## src/rtl/decode_issue_pkg.sv

```systemverilog
// Shared widths, instruction field positions, opcode classes and the issue payload.
package decode_issue_pkg;

   localparam int unsigned DATA_W  = 16;
   localparam int unsigned ADDR_W  = 4;
   localparam int unsigned NREG    = 16;
   localparam int unsigned OP_W    = 4;
   localparam int unsigned INSTR_W = 16;

   // Field slice positions inside the 16-bit instruction word
   localparam int unsigned OP_LSB = 12;
   localparam int unsigned RD_LSB = 8;
   localparam int unsigned RS_LSB = 4;
   localparam int unsigned RT_LSB = 0;

   // Opcode map
   localparam logic [OP_W-1:0] OP_ALU_MAX = 4'h7;
   localparam logic [OP_W-1:0] OP_LW      = 4'h8;
   localparam logic [OP_W-1:0] OP_SW      = 4'h9;
   localparam logic [OP_W-1:0] OP_BR_MIN  = 4'hA;
   localparam logic [OP_W-1:0] OP_BR_MAX  = 4'hE;
   localparam logic [OP_W-1:0] OP_NOP     = 4'hF;

   // Register usage of one opcode
   typedef struct packed {
      logic uses_rs;
      logic uses_rt;
      logic writes_rd;
   } op_class_t;

   // Contents of the issue register handed to execute
   typedef struct packed {
      logic [OP_W-1:0]   op;
      logic [ADDR_W-1:0] rd;
      logic [DATA_W-1:0] a;
      logic [DATA_W-1:0] b;
   } issue_t;

   // Map an opcode to the registers it reads and whether it writes rd
   function automatic op_class_t decode_class(input logic [OP_W-1:0] op);
      op_class_t c;
      c = '0;
      if (op <= OP_ALU_MAX) begin
         c = '{uses_rs: 1'b1, uses_rt: 1'b1, writes_rd: 1'b1};
      end else if (op == OP_LW) begin
         c = '{uses_rs: 1'b1, uses_rt: 1'b0, writes_rd: 1'b1};
      end else if (op == OP_SW || (op >= OP_BR_MIN && op <= OP_BR_MAX)) begin
         c = '{uses_rs: 1'b1, uses_rt: 1'b1, writes_rd: 1'b0};
      end else begin
         c = '0;
      end
      return c;
   endfunction

endpackage

```

## src/rtl/decode_issue_scoreboard.sv

```systemverilog
// Pending-write scoreboard: one bit per register, set on issue of a writer, cleared at RF writeback.
module issue_scoreboard
   import decode_issue_pkg::*;
(
   input  logic              clk,
   input  logic              rst,
   input  logic              i_set_en,
   input  logic [ADDR_W-1:0] i_set_addr,
   input  logic              i_clr_en,
   input  logic [ADDR_W-1:0] i_clr_addr,
   output logic [NREG-1:0]   o_pend_eff
);

   logic [NREG-1:0] r_pend;
   logic [NREG-1:0] w_set_mask;
   logic [NREG-1:0] w_clr_mask;

   // One-hot set/clear masks; a same-cycle writeback already hides the pending bit
   always_comb begin
      w_set_mask = '0;
      w_clr_mask = '0;
      if (i_set_en) w_set_mask = NREG'(1) << i_set_addr;
      if (i_clr_en) w_clr_mask = NREG'(1) << i_clr_addr;
   end

   assign o_pend_eff = r_pend & ~w_clr_mask;

   // Clear first, then set, so a set on the cleared address wins
   always_ff @(posedge clk or negedge rst) begin
      if (!rst) begin
         r_pend <= '0;
      end else begin
         r_pend <= (r_pend & ~w_clr_mask) | w_set_mask;
      end
   end

endmodule

```

## src/rtl/decode_issue.sv

```systemverilog
// Decode/issue stage: decodes fetch instructions, interlocks on pending writes, captures RF operands.
module decode_issue
   import decode_issue_pkg::*;
(
   input  logic               clk,
   input  logic               rst,
   input  logic               in_valid,
   input  logic [INSTR_W-1:0] in_instr,
   output logic               in_ready,
   output logic [ADDR_W-1:0]  p0_addr,
   output logic [ADDR_W-1:0]  p1_addr,
   input  logic [DATA_W-1:0]  p0,
   input  logic [DATA_W-1:0]  p1,
   output logic               out_valid,
   input  logic               out_ready,
   output logic [OP_W-1:0]    out_op,
   output logic [ADDR_W-1:0]  out_rd,
   output logic [DATA_W-1:0]  out_a,
   output logic [DATA_W-1:0]  out_b,
   input  logic               wb_we,
   input  logic [ADDR_W-1:0]  wb_addr,
   input  logic               flush
);

   logic              r_valid;
   issue_t            r_issue;

   logic [OP_W-1:0]   w_op;
   logic [ADDR_W-1:0] w_rd;
   logic [ADDR_W-1:0] w_rs;
   logic [ADDR_W-1:0] w_rt;
   op_class_t         w_cls;
   op_class_t         w_iss_cls;
   logic [NREG-1:0]   w_pend_eff;
   logic              w_sb_haz;
   logic              w_iss_haz;
   logic              w_ready;
   logic              w_accept;
   logic              w_sb_set;
   issue_t            w_capture;

   // Field extraction; RF read addresses follow the instruction regardless of in_valid
   assign w_op    = in_instr[OP_LSB +: OP_W];
   assign w_rd    = in_instr[RD_LSB +: ADDR_W];
   assign w_rs    = in_instr[RS_LSB +: ADDR_W];
   assign w_rt    = in_instr[RT_LSB +: ADDR_W];
   assign p0_addr = w_rs;
   assign p1_addr = w_rt;

   assign w_cls     = decode_class(w_op);
   assign w_iss_cls = decode_class(r_issue.op);

   // Hazards against outstanding writes and against a writer still sitting in the issue register
   always_comb begin
      w_sb_haz  = (w_cls.uses_rs   & w_pend_eff[w_rs])
                | (w_cls.uses_rt   & w_pend_eff[w_rt])
                | (w_cls.writes_rd & w_pend_eff[w_rd]);
      w_iss_haz = r_valid & w_iss_cls.writes_rd &
                  ((w_cls.uses_rs   & (r_issue.rd == w_rs))
                 | (w_cls.uses_rt   & (r_issue.rd == w_rt))
                 | (w_cls.writes_rd & (r_issue.rd == w_rd)));
   end

   assign w_ready  = ~(w_sb_haz | w_iss_haz) & (~r_valid | out_ready) & ~flush;
   assign in_ready = w_ready;
   assign w_accept = in_valid & w_ready;

   // A flushed instruction never reaches execute, so it must not mark its destination
   assign w_sb_set = r_valid & out_ready & ~flush & w_iss_cls.writes_rd;

   // Operand capture; unused operands are zeroed
   always_comb begin
      w_capture    = '0;
      w_capture.op = w_op;
      w_capture.rd = w_rd;
      w_capture.a  = w_cls.uses_rs ? p0 : '0;
      w_capture.b  = w_cls.uses_rt ? p1 : '0;
   end

   // Issue register: flush kills, accept loads, handoff without refill empties, otherwise hold
   always_ff @(posedge clk or negedge rst) begin
      if (!rst) begin
         r_valid <= 1'b0;
         r_issue <= '{op: OP_NOP, rd: '0, a: '0, b: '0};
      end else if (flush) begin
         r_valid <= 1'b0;
      end else if (w_accept) begin
         r_valid <= 1'b1;
         r_issue <= w_capture;
      end else if (out_ready) begin
         r_valid <= 1'b0;
      end
   end

   issue_scoreboard u_sb (
      .clk        (clk),
      .rst        (rst),
      .i_set_en   (w_sb_set),
      .i_set_addr (r_issue.rd),
      .i_clr_en   (wb_we),
      .i_clr_addr (wb_addr),
      .o_pend_eff (w_pend_eff)
   );

   assign out_valid = r_valid;
   assign out_op    = r_issue.op;
   assign out_rd    = r_issue.rd;
   assign out_a     = r_issue.a;
   assign out_b     = r_issue.b;

endmodule

```

## config.mk

```make
export PLATFORM = sky130hd
export DESIGN_NAME = decode_issue
export DESIGN_NICKNAME = d
export VERILOG_FILES = /design/src/rtl/decode_issue_pkg.sv /design/src/rtl/decode_issue_scoreboard.sv /design/src/rtl/decode_issue.sv
export SDC_FILE = /design/constraint.sdc
export NUM_CORES = 1
export LEC_CHECK = 0
export CAP_MARGIN = 0
export CELL_PAD_IN_SITES_DETAIL_PLACEMENT = 1
export CELL_PAD_IN_SITES_GLOBAL_PLACEMENT = 2
export CORE_MARGIN = 4
export CORE_UTILIZATION = 30
export DETAILED_ROUTE_END_ITERATION = 6
export PLACE_DENSITY_LB_ADDON = 0.1
export SYNTH_ARGS = -nofsm -noshare
export SYNTH_HDL_FRONTEND = slang
export SYNTH_SLANG_ARGS = --single-unit
```

## constraint.sdc

```tcl
create_clock -name clk -period 6.8 [get_ports clk]
set_input_delay 1.36 -clock clk [delete_from_list [all_inputs] [get_ports clk]]
set_output_delay 1.36 -clock clk [all_outputs]
set_load 0.02 [all_outputs]
```

==> run metrics <==
status complete, no violations; Worst Tran Pin Value ~0.76 ns; Compound-Gate Fraction of Synth Area 15.7%; fin nets a little under 500; largest net degree at the start of global routing 58; total gr overflow 0; mux cell area share after synthesis between 10% and 20%; Core ar. ~10000 sq um; CTS tree yes; vias around 2.8k; worst path arrival time 4.16 ns; Post-synth EDFFs 0; Worst Hold Class reg -> reg; clock buffer depth 2; XOR/XNOR Fraction of Synth Area 3.23%; Antenna diodes 0; synthesized cell area around 3300 sq um; synth warn 0; routed wire length ~11 mm; Gates resized, CTS repair 0; Overall Global Routing Usage about 17%; DRC 0; Yosys top cell area share approximately 41%; RSZ-0062 raised after global routing false; die footprint 12600 sq um; crit path max fanout 9; area leader, netlist dfrtp_1; Worst EP required 5.44 ns; vias in the first global route around 3.0k; Pleak around 2 nW; final setup fails 0; final slew viol count 0; max-cap viol count 0; minimum clock period after layout ~5.5 ns; Ports approximately 110; crit share post-route about four fifths; root buffer cell clkbuf_8; P per Cell Area 328 nW/um^2; Startpoint Class primary input; total negative slack 0 ns; top-count cell post-synth dfrtp_1; Port Buffers 107; DR WL/cell between 15 and 20 um; design area about 4600 sq um; Yosys cell types 54; via density per instance 5.01; area of placed instances about 4400 sq um; Peak VDD IR between 0.0001 and 0.00015 V; kind of critical path in -> out; syn_nets between 300 and 400; crit path capture type primary output; std cell rows 37; # H-tree levels 3; Fin. Hold Viols 0; Post-Syn Instances roughly 330; DRT iter0 DRCs 134; Routability Congestion 0.883; clock slew at reported path FFs about 0.070 ns; first-pass GRT wire length ~17 mm; main combinational cell family by area after synthesis multiplexers; sequential fraction of the synthesis area approximately 44%; Initial Util about 31%; Sink Count 57; skew final 0.00937 ns; Antenna Nets Post-Route 0; area grow syn2layout 41.5%; fmax 0.181 GHz; cts bufs inserted 9; asr flop ratio synth 100%; setup bufs post-CTS 0; half-perimeter wire length after detailed placement 7.81 mm; Slew headroom roughly half; Die Span Y ~110 um; top cells by count, synth dfrtp_1 (53), inv_1 (39), nand2_1 (39); syn avg cell area 9.93 sq um; ys flop type dfrtp_1; Pre-Repair DR Iteration Count 4; Synth Area in Simple Gates 11.3%; antenna violations before repair 0; die width approximately 110 um; Synth Area in Adders 0%; FF+latch count, synth between 50 and 60; Synth area leaders dfrtp_1 (41%), mux2i_1 (10%), inv_1 (4.5%); flop-to-flop setup slack 3.96 ns; hold_buf cts 0; layout cell share with drive strength beyond 1 about 8.8%; Skew-Pair Late Insertion Delay approximately 0.34 ns
-- cells by family (layout without fill, tap and decap cells) --
| family | count (synthesis) | after routing |
|---|---|---|
| AO/OA/AOI/OAI | 72 | 72 |
| XOR/XNOR | 12 | 12 |
| buffers and inverters | 64 | 166 |
| flip-flops | 57 | 57 |
| multiplexers | 48 | 48 |
| AND/OR/NAND/NOR | 75 | 75 |
-- registers in the layout, indices dropped and copies added, names as in the netlist --
| register | flops |
|---|---|
| out_b | 16 |
| out_op | 4 |
| u_sb.r_pend | 16 |
| out_valid | 1 |
| out_rd | 4 |
| out_a | 16 |
-- through the flow --
stage               setup slack, ns  cells  hold slack, ns  power (mW)  utilization [%]
finish                         1.28    566           0.518        1.51             44.1
global route                   1.10    566           0.532        1.61             44.1
CTS                            1.28    566           0.523        1.54             44.1
global placement               1.34    550           0.504        1.15             41.9
floorplan                      2.36    328           0.473       0.846                -
detailed placement             1.30    550           0.510        1.16             41.9
-- path summary, 6_finish.rpt --
path | from | to | cells after the start
max in group asynchronous | rst | out_a[13]$_DFFE_PN0P_ | 2
min in group asynchronous | rst | u_sb.r_pend[2]$_DFF_PN0_ | 2
worst max register to register | out_rd[3]$_DFFE_PN0P_ | out_rd[1]$_DFFE_PN0P_ | 8
worst min register to register | out_a[4]$_DFFE_PN0P_ | out_a[4]$_DFFE_PN0P_ | 2
worst min-delay path | out_a[4]$_DFFE_PN0P_ | out_a[4]$_DFFE_PN0P_ | 2
worst max-delay path | wb_addr[2] | in_ready | 8
-- worst max-delay path: stages --
cell and delay, ns:
clkdlybuf4s50_1 0.45, nand3_1 0.38, o21ai_1 0.21, mux4_2 0.50
and2_1 0.19, o32ai_2 0.38, a211oi_1 0.10, clkdlybuf4s50_1 0.59
-- where the power goes --
part,internal (mW),switching (mW)
Clock,0.225,0.144
Combinational,0.296,0.313
Sequential,0.453,0.0824
-- per-layer routing --
metal	vias to the layer above	part of all wire [%]	GRT usage [%]	wire [um]
met1	1413	44	22.7	4750
met2	83	48	27.0	5180
met5	-	0	0	0
met4	0	1.0	5.37	110
met3	10	6.3	5.18	674
li1	1327	-	-	-
-- area by class of cell --
cell class	instances	area [sq um]
clock inverters	5	77.6
multi-input cells	207	1540
flip-flops and latches	57	1430
repair buffers	111	1100
inverters	39	146
fillers	1174	5850
well taps	136	170
clock buffers	11	151
-- cells in the final DEF (no fill, tap or decap), types with 3 or more instances in the layout --
| master | instances |
|---|---|
| xor2_1 | 8 |
| clkbuf_8 | 11 |
| dfrtp_1 | 53 |
| nor3_1 | 3 |
| clkdlybuf4s50_1 | 106 |
| nand3_1 | 3 |
| o211ai_1 | 12 |
| nand2_1 | 39 |
| a211oi_1 | 3 |
| nor2_1 | 5 |
| o21ai_0 | 22 |
| mux2i_1 | 34 |
| inv_1 | 39 |
| mux4_2 | 5 |
| nand3b_1 | 4 |
| mux2_1 | 8 |
| dfstp_2 | 4 |
| buf_4 | 4 |
| xnor2_1 | 4 |
| o21ai_1 | 9 |
| nand2b_1 | 6 |
| nand4_1 | 3 |
No activity file was read; power rests on OpenSTA's default activity.
